==> src/rtl/ring_freq_meter.sv <==
// ============================================================================
// ring_freq_meter
// ----------------------------------------------------------------------------
// Multi-channel frequency meter for the on-die ring-oscillator bank. One ring
// is selected per measurement. Its rising edges are counted over a window of
// CLK cycles, and the result is presented with a valid/ack handshake.
//
// A measurement passes through four states:
//   IDLE   -> SETTLE (4 cycles)   -> GATE (N cycles) -> DONE (until ack)
// The total cost is N+6 cycles per measurement when the consumer acks at once.
//
// Configuration macro:
//   RING_PRESCALE_EN  When defined, each ring drives its own 2-bit ripple
//                     prescaler, and the mux picks the prescaler MSB. The
//                     count then becomes ring edges / 4.
//                     When undefined, raw rings are muxed directly.
//
// Ports:
//   CLK      system clock
//   RST      asynchronous active-low reset
//   I_RING   raw ring-oscillator outputs (asynchronous to CLK)
//   I_SEL    channel to measure, latched on the start cycle
//   I_GATE   window length in CLK cycles, latched on start (0 = 2^pGATE_W)
//   I_START  start request, honoured only in IDLE
//   I_ACK    consumer acknowledge, honoured only in DONE
//   O_COUNT  edges counted in the last window, stable while O_VALID=1
//   O_VALID  result available
//   O_OVF    counter saturated during the last window
//   O_BUSY   measurement in progress (SETTLE or GATE)
// ============================================================================
`timescale 1ns/1ps

module ring_freq_meter #(
    parameter int pCHANNELS = 6,
    parameter int pSEL_W    = 6,
    parameter int pGATE_W   = 12,
    parameter int pCNT_W    = 16
) (
    input  logic                 CLK,
    input  logic                 RST,
    input  logic [pCHANNELS-1:0] I_RING,
    input  logic [pSEL_W-1:0]    I_SEL,
    input  logic [pGATE_W-1:0]   I_GATE,
    input  logic                 I_START,
    input  logic                 I_ACK,
    output logic [pCNT_W-1:0]    O_COUNT,
    output logic                 O_VALID,
    output logic                 O_OVF,
    output logic                 O_BUSY
);

    typedef enum logic [1:0] {
        ST_IDLE,
        ST_SETTLE,
        ST_GATE,
        ST_DONE
    } state_t;

    state_t              state;
    logic [pSEL_W-1:0]   sel_q;
    logic [pGATE_W-1:0]  gate_q;
    logic [pGATE_W-1:0]  gate_elapsed;
    logic [pGATE_W-1:0]  gate_last;
    logic [1:0]          settle_cnt;
    logic [pCHANNELS-1:0] ring_src;
    logic                ring_mux;
    logic                sync_1;
    logic                sync_2;
    logic                sync_prev;
    logic                rise;
    logic [pCNT_W-1:0]   edge_cnt;
    logic [pCNT_W-1:0]   cnt_next;
    logic                ovf_q;
    logic                ovf_next;

`ifdef RING_PRESCALE_EN
    // Each ring clocks its own 2-bit ripple counter. The MSB toggles at a
    // quarter of the ring rate, so rings up to nearly 2*f_CLK stay measurable.
    // These are the only flops outside the CLK domain.
    genvar g;
    generate
        for (g = 0; g < pCHANNELS; g++) begin : g_prescale
            logic [1:0] pre_cnt;

            always_ff @(posedge I_RING[g] or negedge RST) begin
                if (!RST) begin
                    pre_cnt <= 2'd0;
                end else begin
                    pre_cnt <= pre_cnt + 2'd1;
                end
            end

            assign ring_src[g] = pre_cnt[1];
        end
    endgenerate
`else
    assign ring_src = I_RING;
`endif

    // Combinational channel mux. A select value with no matching channel
    // leaves the output at constant 0. An out-of-range measurement therefore
    // completes normally with a zero count.
    always_comb begin
        ring_mux = 1'b0;
        for (int i = 0; i < pCHANNELS; i++) begin
            if (sel_q == pSEL_W'(i)) begin
                ring_mux = ring_src[i];
            end
        end
    end

    // Two-flop synchronizer plus one history flop for rising-edge detection.
    // This chain always runs. The 4-cycle SETTLE state flushes the stale
    // channel out of it before counting starts.
    always_ff @(posedge CLK or negedge RST) begin
        if (!RST) begin
            sync_1    <= 1'b0;
            sync_2    <= 1'b0;
            sync_prev <= 1'b0;
        end else begin
            sync_1    <= ring_mux;
            sync_2    <= sync_1;
            sync_prev <= sync_2;
        end
    end

    assign rise = sync_2 & ~sync_prev;

    // Saturating increment. An edge that arrives with the counter already at
    // all-ones is lost, so that edge raises the overflow flag.
    always_comb begin
        cnt_next = edge_cnt;
        ovf_next = ovf_q;
        if (rise) begin
            if (&edge_cnt) begin
                ovf_next = 1'b1;
            end else begin
                cnt_next = edge_cnt + pCNT_W'(1);
            end
        end
    end

    // The elapsed-cycle counter compares against gate_q-1 with wrap-around.
    // A latched gate of 0 therefore runs the full 2^pGATE_W cycles without an
    // extra counter bit.
    assign gate_last = gate_q - pGATE_W'(1);

    // Measurement FSM. All outputs are registered here. O_BUSY rises with the
    // start edge and falls on the same edge that raises O_VALID, so the two
    // outputs are never high together.
    always_ff @(posedge CLK or negedge RST) begin
        if (!RST) begin
            state        <= ST_IDLE;
            sel_q        <= '0;
            gate_q       <= '0;
            gate_elapsed <= '0;
            settle_cnt   <= 2'd0;
            edge_cnt     <= '0;
            ovf_q        <= 1'b0;
            O_COUNT      <= '0;
            O_VALID      <= 1'b0;
            O_OVF        <= 1'b0;
            O_BUSY       <= 1'b0;
        end else begin
            case (state)
                ST_IDLE: begin
                    if (I_START) begin
                        sel_q      <= I_SEL;
                        gate_q     <= I_GATE;
                        settle_cnt <= 2'd0;
                        edge_cnt   <= '0;
                        ovf_q      <= 1'b0;
                        O_BUSY     <= 1'b1;
                        state      <= ST_SETTLE;
                    end
                end
                ST_SETTLE: begin
                    if (settle_cnt == 2'd3) begin
                        gate_elapsed <= '0;
                        state        <= ST_GATE;
                    end else begin
                        settle_cnt <= settle_cnt + 2'd1;
                    end
                end
                ST_GATE: begin
                    edge_cnt <= cnt_next;
                    ovf_q    <= ovf_next;
                    if (gate_elapsed == gate_last) begin
                        O_COUNT <= cnt_next;
                        O_OVF   <= ovf_next;
                        O_VALID <= 1'b1;
                        O_BUSY  <= 1'b0;
                        state   <= ST_DONE;
                    end else begin
                        gate_elapsed <= gate_elapsed + pGATE_W'(1);
                    end
                end
                ST_DONE: begin
                    if (I_ACK) begin
                        O_VALID <= 1'b0;
                        state   <= ST_IDLE;
                    end
                end
                default: begin
                    state <= ST_IDLE;
                end
            endcase
        end
    end

endmodule

==> config.mk <==
export PLATFORM = sky130hd
export DESIGN_NAME = ring_freq_meter
export DESIGN_NICKNAME = d
export VERILOG_FILES = /design/src/rtl/ring_freq_meter.sv
export SDC_FILE = /design/constraint.sdc
export NUM_CORES = 1
export LEC_CHECK = 0
export BUFFER_PORTS_ARGS = -buffer_cell sky130_fd_sc_hd__buf_2
export CAP_MARGIN = 20
export CORE_MARGIN = 4
export CORE_UTILIZATION = 55
export CTS_CLUSTER_SIZE = 28
export DETAILED_ROUTE_END_ITERATION = 10
export MAX_ROUTING_LAYER = met4
export PLACE_DENSITY = 0.88
export SYNTH_ARGS = -nofsm -noshare
export SYNTH_HDL_FRONTEND = slang
export SYNTH_SLANG_ARGS = --single-unit
==> constraint.sdc <==
create_clock -name CLK -period 5.2 [get_ports CLK]
set_input_delay 0.26 -clock CLK [delete_from_list [all_inputs] [get_ports CLK]]
set_output_delay 0.26 -clock CLK [all_outputs]
set_load 0.005 [all_outputs]
==> results by stage, run 1 <==
Clocking:
- TritonCTS built the clock tree.
- In this run the number of H-tree levels came out at 3.
- Gates resized during post-CTS repair numbered 0.
- The clock tree buffer depth is 2.
- Buffers added to address setup during post-CTS repair amount to 0.
- The clock drives 73 sinks.
- Clock tree synthesis inserted a total of 9 buffers.
- For this design, the CTS-stage hold fixing added 0 buffers.
- The CTS root buffer is clkbuf_8.
- The source-to-sink clock delay at the later pin of the worst-skew pair is 0.36 ns.
- The clock-pin transition on the worst setup and hold timing paths is ~0.07 ns.

Die:
- The starting density of the core is a little under three fifths.
- In this run the core area contains 31 standard-cell rows.
- From bottom edge to top edge, the die measures 93.85 µm.
- The overall die width is ~94 µm.
- The full die area is 0.008808 mm².
- The number of I/O pins is 47.
- The area of the core region is 0.007214 mm².

Global route:
- The aggregate global routing overflow is 0.
- The number of antenna violations at the first check in global routing is 0.
- The first-pass GRT wire length is 14470 µm.
- Global routing consumed, over all layers together, 21.14% of the routing resources.
- The via count of the first global-routing pass came to ~3200.
- The pin count of the biggest net entering global routing is 74.

Yosys:
- The XOR/XNOR share of the synthesized area is 5.185%.
- The number of nets in the synthesized netlist is approximately 440.
- The count of cell types in the netlist is 62.
- The library cell occupying the most area in the post-synthesis netlist is dfrtp_1.
- The area share of the leading cell type in the synthesized netlist is 45.06%.
- After synthesis, the largest family of logic cells by area is simple AND/OR/NAND/NOR gates.
- The adder-cell area share of the yosys netlist is ~2.5%.
- The simple-gate area share of the yosys netlist is 18.89%.
- Summing the areas of all compound-gate instances in the mapped netlist gives 16.30% of the synthesized area.
- The count of flip-flops with a built-in enable after synthesis is 0.
- During synthesis, Yosys emitted a total of 0 warnings.
- The gate count of the mapped netlist is 408.
- The sequential-to-total area share from yosys stat is 45.06%.
- Of the post-synthesis cell area, the part taken by muxes is under 10%.
- Sorting the synthesized cells by area gives the leading types as dfrtp_1 45%, mux2_2 6.7%, a21oi_1 3.8%, o21ai_0 3.6%, nor2_1 3.1%.
- The number of synthesized register bits is 73.
- The most common flop cell mapped by yosys is dfrtp_1.
- The async set-reset flop share out of synthesis is 100.0%.
- The synthesized netlist occupies a cell area of 0.004054 mm².
- The average instance in the mapped netlist occupies 9.936 µm².

Worst setup path:
- The most repeated library cell on the critical path is a2111o_1.
- The arrival time at the worst endpoint is 3.48 ns.
- In this run the worst path has a maximum fanout of 6.
- The cell family contributing the most delay on the critical path is compound AO/OA/AOI/OAI gates.
- The startpoint type of the worst setup path is a flip-flop.
- Walking the worst path, the cells encountered are inv_1 > ha_1 > nor3b_2 > nand3_1 > a2111o_1 > a2111o_1 > or3_4 > a21oi_2 > mux2_1.
- The worst setup path is captured at a flip-flop.
- The count of buffering cells on the critical path with inverters included is 1.
- The worst stage delay on the critical path is 0.47 ns.
- The cell with the biggest individual delay on the critical path is a2111o_1.
- At the worst endpoint, the required time is 5.43 ns.
- The setup path with the least slack is of type reg2reg.

Run status:
- The run finished with clean final reports.

Final layout:
- The count of inserted antenna diode cells is 0.
- The filler cell count in the final layout is 600.
- Relative to the synthesized area, the layout overhead comes to 12.38%.
- In the final layout, the share of cells above drive strength 1 is 20.57%.
- The number of nets in the finished design is 488.
- Leaving out fill and tap cells, the most frequent cells in the layout are 73 x dfrtp_1, 46 x buf_2, 33 x nor2_1, 31 x nand2_1, 31 x a21oi_1.
- Leaving out fill and tap cells, the most frequent cell in the layout is dfrtp_1.

Flow run:
- The max-cap check violation count is 0.

Place:
- The final RePlAce weighted congestion is ~0.85.
- The worst setup slack before clock tree synthesis is 1.663 ns.
- The count of buffers from port buffering is 46.
- The wire-length estimate of the detail-placed layout is 5853 µm.

Timing:
- The actual transition at the worst max-transition pin is 0.9017 ns.
- Clock skew on the completed layout was measured at 0.009278 ns.
- The maximum achievable frequency is between 300 and 400 MHz.
- The number of max-slew violations in the final report came to 0.
- The final worst-path cycle share is 62.34%.
- Across all setup checks in the final design, the least slack found is 1.958 ns.
- Setup repair after global routing left no endpoint under its margin.
- The total count of hold-check failures in the final report is 0.
- For the finished layout, the period the worst path requires is 3.242 ns.
- Measured against its own limit, the worst slew margin works out to 39.88%.
- The total negative slack for setup checks is 0 ns.
- Setup violations remaining at the end of the flow were counted as 0.

Detailed routing:
- The mean routed wirelength per cell is 15.55 µm.
- For this block, the via count after detailed routing is 3316.
- After detailed routing, the number of remaining DRC violations is 0.
- The iteration-0 DRC count of the detailed router is approximately 300.
- After detailed routing, the number of vias per cell comes to 5.964.
- The total iterations of the first detailed-routing run is 5.
- The antenna violation net count after detailed routing is 0.
- The total wirelength of the detailed-routed design is 8648 µm.

Pwr:
- The switching portion of total power is a little under two fifths.
- The share of power burned in the clock network is 22.0%.
- The share of total power dissipated in combinational logic is 36.1%.
- The total internal power is 1.255 mW.
- Sequential cells account for between 40% and 50% of the total power.
- The power per standard cell area is 445.1 mW/mm².
- The switching power total is roughly 770 µW.
- For this design the static power due to leakage is 2.004 nW.
- The design draws 2.028 mW.
- The worst-case IR drop observed on VDD is 0.0002492 V.

Hold path:
- The class of the worst hold path is in2async.
## stage by stage
stage,utilization (%),cells,instance area (µm²),hold WS (ns)
after global routing,63.15,556,4556,0.1347
final,63.15,556,4556,0.1076
after detailed placement,60.27,539,4348,0.3401
after CTS,62.99,555,4544,0.1286
after global placement,60.27,539,4348,0.3342
after floorplan,-,408,4054,-0.03559
## sequential cells by signal, summed over array words and instances, names as in the netlist
register and count:
O_BUSY 1, O_COUNT 16, O_OVF 1, O_VALID 1, edge_cnt 16, gate_elapsed 12, gate_q 12, ovf_q 1
sel_q 6, settle_cnt 2, state 2, sync_1 1, sync_2 1, sync_prev 1
## synth_stat cells, types with 3 or more instances
master and instances:
a2111o_1 3, a21o_1 3, a21oi_1 31, a31oi_1 6, and2_1 4, and3_1 6
clkbuf_1 10, dfrtp_1 73, ha_1 8, inv_1 7, mux2_2 24, mux2i_1 7
nand2_1 31, nand2b_1 3, nand3_1 16, nand4_1 7, nor2_1 33, nor2b_1 5
nor3_1 8, nor3b_1 3, nor4_1 4, o21a_1 4, o21ai_0 29, o31ai_1 8
or3_1 7, xnor2_1 12, xor2_1 12
## path summary, 6_finish.rpt
check	startpoint	end	slack (ns)	cells after the start
setup / recovery	gate_q[0]$_DFFE_PN0P_	state[1]$_DFFE_PN0P_	1.96	9
max in group asynchronous	RST	gate_elapsed[4]$_DFFE_PN0P_	4.50	2
setup reg to reg	gate_q[0]$_DFFE_PN0P_	state[1]$_DFFE_PN0P_	1.96	9
hold reg to reg	sync_1$_DFF_PN0_	sync_2$_DFF_PN0_	0.35	0
hold / removal	RST	gate_q[7]$_DFFE_PN0P_	0.11	2
min in group CLK	I_GATE[5]	gate_q[5]$_DFFE_PN0P_	0.13	2
## power by group through the flow
stage | combinational [mW] | sequential, mW | clock (mW)
after floorplan | 0.607 | 0.797 | 0
after global placement | 0.677 | 0.844 | 0
after detailed placement | 0.718 | 0.856 | 0
after CTS | 0.732 | 0.845 | 0.454
after global routing | 0.817 | 0.866 | 0.480
final | 0.732 | 0.849 | 0.447
## area by class of cell
class | instances | area [µm²] | share of cell area [%]
Clock buffer | 12 | 145.1 | 3.186
Clock inverter | 4 | 51.30 | 1.126
Inverter | 8 | 30.03 | 0.6592
Multi-Input combinational cell | 311 | 2122 | 46.58
Sequential cell | 73 | 1827 | 40.10
Tap cell | 99 | 123.9 | 2.719
Timing Repair Buffer | 49 | 256.5 | 5.630
## logic make-up (layout without fill, tap and decap cells)
logic type / after synthesis / count (layout)
AO/OA/AOI/OAI: 104 / 104
adder cells (fa/ha/maj): 8 / 8
flip-flops: 73 / 73
multiplexers: 34 / 34
XOR/XNOR: 24 / 24
buffers and inverters: 24 / 73
AND/OR/NAND/NOR: 141 / 141
## layer usage
metal	part of all wire [%]	global-route usage, %	wire [µm]
met1	42	25.43	3649
met2	51	34.59	4398
met3	4.6	4.247	401
met4	2.3	9.266	199
met5	0	-	0
(Power assumes the default switching activity.)
==> run 2, diff against run 1 <==
==> constraint.sdc (replaced) <==
create_clock -name CLK -period 3 [get_ports CLK]
set_input_delay 0.15 -clock CLK [delete_from_list [all_inputs] [get_ports CLK]]
set_output_delay 0.15 -clock CLK [all_outputs]
set_load 0.005 [all_outputs]
==> run 2 against run 1 <==
Core utilization rose by 2.1 points. Design area up 3.3%. Clock-buffer cell count unchanged. Clock power up 78%. Worst hold slack worse by 0.089 ns. Setup slack worse by 1.9 ns. Wire length grew 6.9%. Global-route usage up 1.8 points. Flip-flop and latch count is the same. Clock skew decreased by 0.0019 ns. Critical path type unchanged. Largest power group unchanged.
==> results by stage, run 2 (synthesis gave the netlist of run 1 again) <==
Run status:
- The flow ran to the end, and the final reports show no timing, DRC or antenna violations.

Clocking:
- TritonCTS built the clock tree.
- The number of sinks on the clock net came to 73 (unchanged).
- The clock-pin transition on the worst setup and hold timing paths is 0.08 ns (about the same).
- The clock tree buffer depth is 2 (unchanged).
- The H-tree depth reported by CTS came to 3 (unchanged).
- The CTS root buffer is clkbuf_8.
- The source-to-sink clock delay at the later pin of the worst-skew pair is 0.36 ns (about the same).
- The clock buffer count from CTS was 9 (unchanged).

Global route:
- The total routing resource utilization after global routing is 22.93% (+1.8 points).
- The aggregate global routing overflow is 0 (unchanged).
- The global routing stage identified its most utilized layer as met2.
- The pin count of the biggest net entering global routing is 45 (-39%).
- The number of antenna violations at the first check in global routing came to 0 (unchanged).
- The met2 layer usage reported by global route was 36.37% (+1.8 points).
- The via count of the first global-routing pass is 3452 (+7.7%).
- The met1 track demand over resource is 28.91% (+3.5 points).
- The first-pass GRT wire length is 15680 µm (+8.4%).
- The met3 track demand over resource in global routing came to 4.006% (-0.24 points).

Flow run:
- The max-cap check violation count is 0 (unchanged).

Pwr:
- The static leakage is 2.081 nW (+3.9%).
- The power per standard cell area is 782.9 mW/mm² (+76%).
- The sequential power share is 39.6% (-2.3 points).
- The total internal power is 2.280 mW (+82%).
- The switching portion of total power is 38.10% (about the same).
- The switching power total is 1.404 mW (+82%).
- The maximum ir drop on the vdd rail came to 0.0004871 V (+95%).
- The share of power burned in the clock network came to 21.6% (-0.4 points).
- The combinational cell fraction of total power is 38.7% (+2.6 points).

Die:
- The overall die width is 93.85 µm (unchanged).
- The die boundary height is 93.85 µm (unchanged).
- The full die area is 0.008808 mm² (unchanged).
- The number of rows created at floorplan is 31 (unchanged).
- The number of I/O pins came to 47 (unchanged).
- The starting density of the core is 56.19% (unchanged).
- The area of the core region came to 0.007214 mm² (unchanged).

Detailed routing:
- The average via count per standard cell is 6.018 (+0.90%).
- The iteration-0 DRC count of the detailed router came to 270 (-8.8%).
- The total wirelength of the detailed-routed design was 9248 µm (+6.9%).
- The total iterations of the first detailed-routing run is 6 (+1).
- The mean routed wirelength per cell was 16.25 µm (+4.5%).
- The antenna violation net count after detailed routing came to 0 (unchanged).
- The number of vias after detailed routing came to 3424 (+3.3%).
- The total DRC errors in the routed layout was 0 (unchanged).

Timing:
- The worst slew margin relative to its limit is 40.54% (+0.66 points).
- The total count of hold-check failures in the final report was 0 (unchanged).
- The clock period minus final worst setup slack is 2.943 ns (-0.2983 ns).
- The actual transition at the worst max-transition pin was 0.8807 ns (-0.02102 ns).
- The maximum achievable frequency was 339.8 MHz (+10%).
- The final worst-path cycle share is 98.11% (+36 points).
- The final clock skew was 0.007367 ns (-0.001911 ns).
- The number of max-slew violations in the final report is 0 (unchanged).
- The final count of negative-setup-slack endpoints was 0 (unchanged).
- The worst hold slack after final layout is 0.01823 ns (-0.08936 ns).
- The total negative slack for setup checks was 0 ns (unchanged).

Worst setup path:
- The arrival time at the worst endpoint is 3.18 ns (-0.30 ns).
- The worst setup path is launched from a flip-flop.
- The critical path class is reg2reg.
- The endpoint required time on the critical path is 3.23 ns (-2.20 ns).
- The largest fanout of any net on the critical path is 8 (+2).
- The endpoint class of the critical path is a flip-flop.

Final layout:
- The filler cell count in the final layout is 561 (-6.5%).
- The count of inserted antenna diode cells is 0 (unchanged).
- The area occupied by multi-input gates is 0.002138 mm² (+0.77%).
- The most frequent standard cell in the layout excluding fill and tap cells is dfrtp_1.
- The cell area after layout was 0.004706 mm² (+3.3%).
- The core utilization of the finished layout is 65.23% (+2.1 points).
- The share of cells above drive strength 1 is 23.62% (+3.0 points).
- In the final layout, the registers with the most flip-flops are O_COUNT: 16 flops, edge_cnt: 16 flops.
- The area growth from synthesis to layout is 16.08%.
- The sequential standard cell area was 0.001829 mm² (+0.14%).
- Leaving out fill and tap cells, the most frequent cells in the layout are 71 x dfrtp_1, 46 x buf_2, 33 x nor2_1, 31 x nand2_1, 30 x a21oi_1.
- The number of nets in the finished design came to 501 (+2.7%).

Place:
- The final RePlAce weighted congestion is 0.8430 (-1.0%).
- The HPWL after detailed placement came to 6344 µm (+8.4%).
- The placed cell area came to 0.004463 mm² (+2.6%).
- The count of buffers from port buffering is 46 (unchanged).

Hold path:
- The min-delay analysis places its worst path in the category in2reg.
-- run 2: cell count changes in the layout (fill, tap and decap cells not counted), moves of 2 or more --
cell | before | now
buf_4 | 2 | 13
dfrtp_2 | 0 | 2
dfrtp_1 | 73 | 71
buf_12 | 0 | 2
-- run 2: per-layer routing --
metal  vias up  wire [µm]
met5         -          0
met4         0        275
met3        28        441
met2       110       4624
met1      1673       3907
li1       1613          -
-- run 2: worst max-delay path: stages (launching register included) --
cell and delay (ns):
dfrtp_2 0.48, nor4_4 0.42, a31oi_1 0.16, a2111o_1 0.45
a2111o_1 0.42, or3_4 0.36, a21oi_2 0.18, mux2_1 0.35
-- run 2: cell type report --
cell class / instances / share of cell area, %
clock inverter: 4 / 1.090
clock buffer: 12 / 3.297
tap: 99 / 2.632
timing repair buffer: 62 / 8.030
multi-input combinational: 311 / 45.44
sequential: 73 / 38.87
inverter: 8 / 0.6381
-- run 2: path summary, 6_finish.rpt --
check	start	endpoint	slack, ns	cells after the start
min	I_SEL[2]	sel_q[2]$_DFFE_PN0P_	0.02	2
max reg2reg	gate_q[3]$_DFFE_PN0P_	state[1]$_DFFE_PN0P_	0.06	7
min in group asynchronous	RST	gate_q[7]$_DFFE_PN0P_	0.38	2
max	gate_q[3]$_DFFE_PN0P_	state[1]$_DFFE_PN0P_	0.06	7
min reg2reg	sync_2$_DFF_PN0_	sync_prev$_DFF_PN0_	0.38	0
max in group asynchronous	RST	gate_elapsed[2]$_DFFE_PN0P_	1.92	3
-- run 2: repair_timing --
item / CTS / global route
setup buffers: 0 / 1
setup endpoints to repair: 1 / 6
hold buffers: 1 / 0
gates cloned: 0 / 0
hold endpoints to repair: 29 / 0
gates resized for setup: 1 / 4
pin swaps: 0 / 1
-- run 2: metrics by stage --
| stage | setup WS, ns | power (mW) | instances |
|---|---|---|---|
| 3_3_place_gp | 0.1445 | 2.721 | 551 |
| 4_1_cts | 0.01280 | 3.642 | 568 |
| 3_5_place_dp | 0.005506 | 2.829 | 551 |
| 6_report | 0.05675 | 3.684 | 569 |
| 2_1_floorplan | 0.08230 | 2.433 | 408 |
| 5_1_grt | -0.0008507 | 3.922 | 569 |
-- run 2: power by group through the flow --
stage	clock (mW)	combinational [mW]	sequential (mW)
2_1_floorplan	0	1.05	1.38
3_3_place_gp	0	1.29	1.43
3_5_place_dp	0	1.37	1.46
4_1_cts	0.805	1.39	1.44
5_1_grt	0.851	1.58	1.49
6_report	0.797	1.43	1.46
==> run 3, diff against run 2 <==
==> config.mk (replaced) <==
export PLATFORM = sky130hd
export DESIGN_NAME = ring_freq_meter
export DESIGN_NICKNAME = d
export VERILOG_FILES = /design/src/rtl/ring_freq_meter.sv
export SDC_FILE = /design/constraint.sdc
export NUM_CORES = 1
export LEC_CHECK = 0
export CAP_MARGIN = 20
export CORE_MARGIN = 4
export CORE_UTILIZATION = 55
export CTS_CLUSTER_SIZE = 28
export DETAILED_ROUTE_END_ITERATION = 10
export DONT_BUFFER_PORTS = 1
export MAX_ROUTING_LAYER = met4
export PLACE_DENSITY = 0.82
export SETUP_SLACK_MARGIN = 0.5
export SYNTH_ARGS = -nofsm -noshare
export SYNTH_HDL_FRONTEND = slang
export SYNTH_SLANG_ARGS = --single-unit
==> run 3 against run 2 <==
The run now ends with negative hold slack left. Critical endpoint is now gate_elapsed[9]$_DFFE_PN0P_. Design area is 7.5% higher. Flip-flop and latch count stayed put. Highest routed layer unchanged. Fmax is 1.8% lower. Die area stayed put. Power is 13% higher.
==> results by stage, run 3 (synthesis gave the netlist of run 1 again) <==
Run status:
- The flow ran to the end, but the final reports show violations.
- The final reports fail on negative hold slack.

Timing:
- The final clock skew is 0.01565 ns (+0.008286 ns).
- The worst hold slack after final layout is -0.003886 ns (-0.02211 ns).
- The worst slew margin relative to its limit is 52.28% (+12 points).
- The total count of hold-check failures in the final report is 1 (+1).
- The actual transition at the worst max-transition pin came to 0.7140 ns (-0.1667 ns).
- The final count of negative-setup-slack endpoints is 0 (unchanged).
- Setup repair after global routing could not meet its margin everywhere.
- The clock period minus final worst setup slack is 2.998 ns (+0.05518 ns).
- The number of max-slew violations in the final report came to 0 (unchanged).
- The final worst-path cycle share is 99.95% (+1.8 points).
- The maximum achievable frequency was 333.5 MHz (-1.8%).

Clocking:
- The clock tree buffer depth is 2 (unchanged).
- The number of sinks on the clock net came to 73 (unchanged).
- The clock-pin transition on the worst setup and hold timing paths came to 0.09 ns (about the same).
- The clock buffer count from CTS is 9 (unchanged).
- The source-to-sink clock delay at the later pin of the worst-skew pair is 0.37 ns (about the same).
- TritonCTS built the clock tree.
- The root buffer cell chosen for the clock tree is clkbuf_8.
- The H-tree depth reported by CTS came to 3 (unchanged).

Pwr:
- The power per standard cell area is 820.7 mW/mm² (+4.8%).
- The maximum ir drop on the vdd rail came to 0.0005592 V (+15%).
- The static leakage came to 2.120 nW (+1.8%).
- The total power is 4.151 mW (+13%).

Die:
- The starting density of the core is 56.19% (unchanged).
- The overall die width came to 93.85 µm (unchanged).
- The number of rows created at floorplan came to 31 (unchanged).
- The die boundary height came to 93.85 µm (unchanged).
- The number of I/O pins is 47 (unchanged).
- The full die area came to 0.008808 mm² (unchanged).
- The area of the core region is 0.007214 mm² (unchanged).

Final layout:
- In the layout the commonest cells are 67 x dfrtp_1, 31 x nand2_1, 30 x nor2_1, 26 x a21oi_1, 24 x buf_4.
- Compared with the post-synthesis result, the final layout area differs by 24.78%.
- In the final layout, the registers with the most flip-flops are O_COUNT: 16 flops, edge_cnt: 16 flops.
- The most frequent standard cell in the layout excluding fill and tap cells is dfrtp_1.
- The number of nets in the finished design is 496 (-1.0%).
- The share of cells above drive strength 1 was 23.92% (+0.31 points).
- The count of inserted antenna diode cells is 0 (unchanged).
- The filler cell count in the final layout is 485 (-14%).

Detailed routing:
- The antenna violation net count after detailed routing is 0 (unchanged).
- The average via count per standard cell is 6.432 (+6.9%).
- The number of vias after detailed routing is 3621 (+5.8%).
- The mean routed wirelength per cell is 20.22 µm (+24%).
- The total wirelength of the detailed-routed design is 11390 µm (+23%).
- The iteration-0 DRC count of the detailed router is 425 (+57%).
- The total DRC errors in the routed layout came to 0 (unchanged).
- The total iterations of the first detailed-routing run came to 6 (unchanged).

Flow run:
- The max-cap check violation count is 0 (unchanged).

Hold path:
- The number of stages on the worst hold path is 2 (unchanged).
- The end of the worst hold path is O_BUSY$_DFFE_PN0P_.
- The min-delay analysis places its worst path in the category in2reg.
- The startpoint of the lowest-slack hold path is I_START.

Worst setup path:
- In this run the critical register-to-register path is launched from gate_q[0]$_DFFE_PN0P_.
- The endpoint required time on the critical path is 3.26 ns (+0.03 ns).
- Walking the worst path, the cells encountered are inv_2 > ha_4 > nor3b_4 > nand3_1 > a2111o_1 > buf_4 > buf_6 > a21oi_4 > nor4b_4 > buf_6 > buf_12 > nor3_1 > o21a_1.
- The worst stage delay on the critical path is 0.47 ns (about the same).
- STA classifies the critical path startpoint as a flip-flop.
- STA classifies the critical path endpoint as a flip-flop.
- The largest fanout of any net on the critical path was 7 (-1).
- The register-to-register setup slack came to 0.002 ns (-0.06 ns).
- The startpoint of the most critical setup path is gate_q[0]$_DFFE_PN0P_.
- The critical path class is reg2reg.
- The arrival time at the worst endpoint was 3.26 ns (+0.08 ns).
- The length in cells of the worst reg-to-reg path is 13 (+6).
- The slowest stage of the critical path belongs to the cell a2111o_1.
- The worst flop-to-flop path endpoint is gate_elapsed[9]$_DFFE_PN0P_.
- The most repeated library cell on the critical path is buf_6.

Global route:
- The via count of the first global-routing pass came to 3304 (-4.3%).
- The pin count of the biggest net entering global routing is 74 (+64%).
- The number of antenna violations at the first check in global routing is 0 (unchanged).
- The first-pass GRT wire length is 16240 µm (+3.6%).
- The total routing resource utilization after global routing is 24.12% (+1.2 points).
- The aggregate global routing overflow is 0 (unchanged).

Place:
- The HPWL after detailed placement came to 5796 µm (-8.6%).
- The count of buffers from port buffering came to 0 (-100%).
- The final RePlAce weighted congestion came to 0.8670 (+2.8%).
## run 3: cell types whose count changed in the layout (fill, tap and decap cells not counted), sizes merged
cell / change
dlygate4sd3: +19
bufinv: +1
buf: -24
clkbuf: -2
## run 3: repair_timing
action,in CTS,in global routing
setup endpoints to repair,33,38
hold buffers,21,0
pin swaps,3,8
endpoints found under the hold margin,92,0
resized for setup,18,46
setup buffers,14,10
gates cloned,3,1
## run 3: area by class of cell
class,instances,area (µm²),area share [%]
sequential,73,1834,36.26
clock buffer,10,127.6,2.523
timing repair buffer,57,559.3,11.06
clock inverter,5,81.33,1.608
inverter,8,30.03,0.5936
tap,99,123.9,2.449
multi-input combinational,311,2302,45.51
## run 3: stage by stage
step | util [%] | setup WS, ns | setup TNS [ns] | std cells | instance area, µm²
floorplan | - | 0.3485 | 0 | 408 | 4074
global placement | 57.96 | 0.2527 | 0 | 499 | 4182
detailed placement | 57.96 | 0.1314 | 0 | 499 | 4182
CTS | 66.72 | 0.3307 | 0 | 552 | 4813
global route | 70.12 | -0.06779 | -0.3991 | 563 | 5059
finish | 70.12 | 0.001561 | 0 | 563 | 5059
## run 3: where the power goes
group          switching (mW)  internal [mW]  total, mW
sequential              0.334           1.20       1.54
clock                   0.388          0.464      0.852
combinational           0.943          0.820       1.76
## run 3: per-layer routing
layer | vias to the layer above | routed length, µm | track usage [%]
met5 | - | 0 | -
met1 | 1741 | 4438 | 29.74
met4 | 0 | 581 | 10.11
met2 | 217 | 5513 | 37.85
met3 | 55 | 853 | 6.250
li1 | 1608 | - | -
## run 3: worst max path at each step
| stage | endpoint | slack, ns | cells past startpoint |
|---|---|---|---|
| final | gate_elapsed[9]$_DFFE_PN0P_ | 0.002 | 13 |
| after global routing | gate_elapsed[5]$_DFFE_PN0P_ | -0.07 | 13 |
| after CTS | state[1]$_DFFE_PN0P_ | 0.33 | 9 |
| after detailed placement | state[1]$_DFFE_PN0P_ | 0.13 | 7 |
| after global placement | state[1]$_DFFE_PN0P_ | 0.25 | 7 |
| after floorplan | state[1]$_DFFE_PN0P_ | 0.35 | 9 |
## run 3: worst max-delay path: cells and delay by family, from the launching register on
kind / cells / cell delay, ns
adder cells (fa/ha/maj): 1 / 0.17
flip-flops: 1 / 0.45
AND/OR/NAND/NOR: 4 / 0.78
AO/OA/AOI/OAI: 3 / 0.77
buffers and inverters: 5 / 0.71
